## config.mk

```make
export PLATFORM = sky130hd
export DESIGN_NAME = pool_1st
export DESIGN_NICKNAME = d
export VERILOG_FILES = /design/src/rtl/pool_1st.sv
export SDC_FILE = /design/constraint.sdc
export NUM_CORES = 2
export LEC_CHECK = 0
export ABC_AREA = 1
export CAP_MARGIN = 20
export CORE_UTILIZATION = 34
export DETAILED_ROUTE_END_ITERATION = 12
export GPL_TIMING_DRIVEN = 0
export PLACE_DENSITY = 0.49
export SLEW_MARGIN = 40
export SYNTH_ARGS = -nofsm -noshare
export SYNTH_HDL_FRONTEND = slang
export SYNTH_SLANG_ARGS = --single-unit
```

## constraint.sdc

```tcl
create_clock -name clk -period 6 [get_ports clk]
set_input_delay 0.9 -clock clk [delete_from_list [all_inputs] [get_ports clk]]
set_output_delay 0.9 -clock clk [all_outputs]
set_load 0.005 [all_outputs]
```

## src/rtl/pool_1st.sv

```systemverilog
// 2x2 stride-2 signed max pooling over a stream of conv rows, with row/channel tracking.
// Optional build macro POOL_1ST_RELU_EN clamps every input lane to max(x,0) before pooling.
module pool_1st #(
    parameter int LANES  = 40,
    parameter int DW     = 8,
    parameter int ROWS   = 40,
    parameter int CH_NUM = 32
) (
    input  logic                          clk,
    input  logic                          rst_n,
    input  logic                          sta,
    input  logic                          valid_i,
    input  logic [LANES*DW-1:0]           conv_i,
    output logic [(LANES/2)*DW-1:0]       pool_o,
    output logic                          valid_o,
    output logic [$clog2(ROWS/2)-1:0]     row_o,
    output logic [$clog2(CH_NUM)-1:0]     ch_o,
    output logic                          done_o
);

    localparam int IW  = LANES * DW;
    localparam int OW  = (LANES / 2) * DW;
    localparam int RCW = $clog2(ROWS);
    localparam int RW  = $clog2(ROWS / 2);
    localparam int CW  = $clog2(CH_NUM);

    localparam logic [RCW-1:0] ROW_LAST = RCW'(ROWS - 1);
    localparam logic [CW-1:0]  CH_LAST  = CW'(CH_NUM - 1);

    logic [RCW-1:0] row_cnt;
    logic [CW-1:0]  ch_cnt;
    logic [IW-1:0]  row_buf;
    logic [IW-1:0]  conv_c;
    logic [OW-1:0]  pool_next;
    logic           accept;

    assign accept = sta & valid_i;

    function automatic logic [DW-1:0] smax(input logic signed [DW-1:0] a,
                                           input logic signed [DW-1:0] b);
        return (a > b) ? a : b;
    endfunction

`ifdef POOL_1ST_RELU_EN
    // Clamping at the input means the buffered row is already non-negative.
    always_comb begin
        conv_c = '0;
        for (int unsigned k = 0; k < LANES; k++) begin
            conv_c[k*DW +: DW] = conv_i[k*DW+DW-1] ? '0 : conv_i[k*DW +: DW];
        end
    end
`else
    assign conv_c = conv_i;
`endif

    always_comb begin
        pool_next = '0;
        for (int unsigned j = 0; j < LANES / 2; j++) begin
            pool_next[j*DW +: DW] = smax(smax(row_buf[(2*j)*DW +: DW], row_buf[(2*j+1)*DW +: DW]),
                                         smax(conv_c[(2*j)*DW +: DW],  conv_c[(2*j+1)*DW +: DW]));
        end
    end

    always_ff @(posedge clk or negedge rst_n) begin
        if (!rst_n) begin
            pool_o  <= '0;
            valid_o <= 1'b0;
            row_o   <= '0;
            ch_o    <= '0;
            done_o  <= 1'b0;
            row_cnt <= '0;
            ch_cnt  <= '0;
            row_buf <= '0;
        end else if (!sta) begin
            // Counters restart so the next accepted beat is row 0; a stale buffered row is never used.
            valid_o <= 1'b0;
            done_o  <= 1'b0;
            row_cnt <= '0;
            ch_cnt  <= '0;
        end else begin
            valid_o <= 1'b0;
            done_o  <= 1'b0;
            if (accept) begin
                if (!row_cnt[0]) begin
                    row_buf <= conv_c;
                end else begin
                    pool_o  <= pool_next;
                    valid_o <= 1'b1;
                    row_o   <= RW'(row_cnt >> 1);
                    ch_o    <= ch_cnt;
                    done_o  <= (row_cnt == ROW_LAST) && (ch_cnt == CH_LAST);
                end
                if (row_cnt == ROW_LAST) begin
                    row_cnt <= '0;
                    ch_cnt  <= (ch_cnt == CH_LAST) ? '0 : ch_cnt + 1'b1;
                end else begin
                    row_cnt <= row_cnt + 1'b1;
                end
            end
        end
    end

endmodule

```

==> flow_metrics.py <==
metrics = {
    "setup_path": {
        "crit_top_cell": "nand2_1",
        "crit_buf_inv": 3,
        "worstSetupStartpointType": "input port",
        "crit_slowest_cell": "clkdlybuf4s50_1",
        "end_kind": "flop",
        "crit_family": "simple AND/OR/NAND/NOR gates",
        "cp_cell_sequence": "clkdlybuf4s50_1, inv_1, ha_1, nand2_1, nor2_1, a41oi_2, nand2_2, nand2_1, and2_1, ha_1, nand2_1, nor2_1, o21ai_0, nand3_1, nand2_1, nand2_1, nand2_2, inv_1, nand3_1, nand2_1, nand2_1",
        "path_class": "input port to flop",
        "path_max_fanout": 9,
        "cp.required_ps": 6500,
        "worstPathArrival_ps": 4610,
        "max_stage_delay_ps": 560,
    },
    "power": {
        "power_frac_comb_pct": 50.9,
        "power_frac_seq_pct": 26.6,
        "p_int_uw": 10900,
        "ir_worst_vdd_mv": 0.199,
        "clockPowerShare_pct": 22.5,
        "finalPower_uw": 18600,
        "pwr_density_cell_mw_per_mm2": 383,
        "p_switching_uw": 7710,
        "p_leak_uw": 0.0247,
        "swShare_pct": 41.4,
    },
    "global_route": {
        "grt_pass1_wl_um": 206000,
        "antenna_found_initial": 28,
        "grt_max_degree": 65,
        "grtUsageTotal_pct": 22.3,
        "grt_overflow": 0,
        "grt_pass1_vias": 35900,
    },
    "logic_synthesis": {
        "synth_edf_count": 0,
        "synthFlopType": "dfrtp_1",
        "ys_async_sr_fraction_pct": 100,
        "seq_area_frac_synth_pct": 32.1,
        "netlist_instances": 5104,
        "yosys.cell_types.count": 47,
        "syn_area_mm2": 0.0392,
        "ys_ff_latch": 503,
        "synth_nets": 5911,
        "avgSynthCellArea_um2": 7.68,
        "yosys_warnings": 0,
    },
    "worst_hold_path": {
        "worstHoldPathType": "input port to asynchronous set/reset pin",
    },
    "cts": {
        "cts_max_path_buffers": 3,
        "holdBufCountCts": 0,
        "htreeDepth": 3,
        "cts_sinks": 503,
        "ctsResizeCount": 0,
        "post-cts-setup-buffer-count": 0,
        "clk_pin_slew_ps": 50,
        "cts_buffers": 67,
        "clockRootBuffer": "clkbuf_16",
        "cts_tree": "yes",
        "insertion_delay_ps": 630,
    },
    "cells_and_area": {
        "nets": 6484,
        "fill_cells": 11600,
        "area_delta_synth_final_pct": 24.0,
        "fin_util_pct": 42.5,
        "drive_gt1_share_pct": 8.85,
    },
    "place": {
        "hpwl_um": 104000,
        "portBuffers": 495,
        "gp_congestion": 0.875,
        "dp_worst_setup_slack_ps": 1320,
    },
    "timing": {
        "drv_slew": 0,
        "max_freq_ghz": 0.243,
        "rsz0062_at_grt": "no",
        "finalSetupViolations": 0,
        "fin_crit_sh_pct": 68.4,
        "setup_tns_ps": 0,
        "hold_slack_ps": 128,
        "slew_headroom_pct": 47.0,
        "period_minus_slack_ps": 4110,
        "hold_viol": 0,
        "setup_ws_ps": 1890,
        "tightest_slew_ps": 796,
        "finalClockSkew_ps": 24.1,
    },
    "detailed_routing": {
        "remaining_drc_errors": 0,
        "post_drt_wl_per_cell_um": 17.9,
        "ant_nets": 0,
        "first_pass_iters": 5,
        "first_iter_violations": 1954,
        "vias_per_cell": 5.00,
        "vias": 36300,
        "wl_um": 130000,
    },
    "floorplan": {
        "row_count": 124,
        "die_width_um": 342,
        "dieArea_mm2": 0.117,
        "core_region_area_mm2": 0.114,
        "die_y_um": 342,
        "initial_core_util_pct": 34.3,
        "ios": 496,
    },
    "outcome": {
        "status": "finished, final reports clean",
    },
    "run": {
        "cap_violations": 0,
    },
}
[synth_stat cells, drive strengths merged, types with 2 or more instances]
master | number | area share [%]
buf | 55 | 1.1
and2 | 160 | 2.6
dfrtp | 503 | 32
o21a | 3 | 0.057
ha | 483 | 15
inv | 612 | 5.9
mux2 | 160 | 4.6
a21oi | 128 | 1.8
nor3 | 22 | 0.28
xor2 | 2 | 0.045
a21boi | 2 | 0.038
o21ai | 187 | 2.4
a21o | 19 | 0.36
a41oi | 2 | 0.064
nand4 | 352 | 6.1
nand3b | 3 | 0.057
nand3 | 598 | 9.0
o21bai | 12 | 0.23
nor2 | 148 | 1.5
o211ai | 15 | 0.29
clkbuf | 34 | 0.33
a22oi | 4 | 0.077
nand2 | 1584 | 15
or2 | 8 | 0.13
[cells by family (layout without fill, tap and decap cells)]
logic type | Yosys count | in the layout | share of synthesized area, %
adders and majority gates | 483 | 483 | 15.4
and+or+nand+nor | 2878 | 2878 | 35.1
other | 0 | 16 | 0
xor gates and xnor gates | 3 | 3 | 0.0670
DFF | 503 | 503 | 32.1
muxes | 160 | 160 | 4.60
AOI/OAI and AO/OA | 375 | 375 | 5.39
buffers and inverters | 702 | 1324 | 7.31
[cell type report]
cell class              instances  area (µm²)  area share, %
clock buffers                  98        2020           4.15
repair buffers                504        5210           10.7
clock inverters                20         256          0.528
inverters                     613        2300           4.73
plain buffers                  89         563           1.16
flip-flops and latches        503       12600           25.9
well taps                    1512        1890           3.89
diodes                         16        40.0         0.0824
multi-input cells            3899       23800           48.9
[metrics by stage]
step	instances	cell area, µm²
final	7254	48600
after global routing	7248	48600
after CTS	7238	48600
after detailed placement	7120	46300
after global placement	7111	46100
after floorplan	5104	39200
[routing by layer]
metal | share of wire [%] | routed length, µm | vias up | track usage, %
li1 | - | - | 18400 | -
met3 | 5.2 | 6800 | 167 | 4.05
met1 | 46 | 60100 | 17000 | 29.9
met5 | 0.15 | 189 | - | 0
met4 | 2.1 | 2690 | 30 | 5.91
met2 | 46 | 60300 | 759 | 36.6
[worst reg2reg max path, delay by kind of cell (launching register included)]
kind / cells / cell delay (ps)
buf+inv: 1 / 300
compound gates: 1 / 100
fa+ha+maj: 2 / 650
flops: 1 / 400
simple gates: 16 / 2030
[registers in the layout (all words and copies together) (netlist names)]
register / cells
row_o: 5
done_o: 1
pool_o: 160
ch_o: 5
row_buf: 320
valid_o: 1
ch_cnt: 5
row_cnt: 6
[power groups by stage]
stage	Combinational, µW	Clock, µW	Sequential (µW)
3_3_place_gp	9360	0	5020
3_5_place_dp	9480	0	4990
5_1_grt	10800	4470	5080
4_1_cts	9530	4340	4950
2_1_floorplan	6080	0	4890
6_report	9460	4190	4950
[path summary, 6_finish.rpt]
kind                                               from                        to  slack (ps)  cells after the start
min in group clk                pool_o[121]$_DFFE_PN0P_   pool_o[121]$_DFFE_PN0P_         470                      2
worst min register to register  pool_o[121]$_DFFE_PN0P_   pool_o[121]$_DFFE_PN0P_         470                      2
worst max register to register  row_buf[23]$_DFFE_PN0P_     pool_o[8]$_DFFE_PN0P_        2420                     20
worst max-delay path                         conv_i[31]     pool_o[8]$_DFFE_PN0P_        1890                     21
max in group asynchronous                         rst_n  row_buf[312]$_DFFE_PN0P_        4250                      5
worst min-delay path                              rst_n    pool_o[99]$_DFFE_PN0P_         130                      1
[cells in the final DEF (no fill, tap or decap), drive strengths merged, types with 3 or more instances in the layout]
| cell type | count |
|---|---|
| o21bai | 12 |
| o21ai | 187 |
| or2 | 8 |
| nor3 | 22 |
| dfrtp | 503 |
| ha | 483 |
| clkdlybuf4s50 | 494 |
| bufinv | 6 |
| nor2 | 148 |
| clkinv | 13 |
| a21oi | 128 |
| inv | 613 |
| a21o | 19 |
| mux2 | 160 |
| nand3 | 598 |
| nand2 | 1584 |
| and2 | 160 |
| a22oi | 4 |
| clkbuf | 132 |
| o211ai | 15 |
| nand4 | 352 |
| nand3b | 3 |
| buf | 65 |
| diode | 16 |
| o21a | 3 |
(Power assumes the default switching activity.)
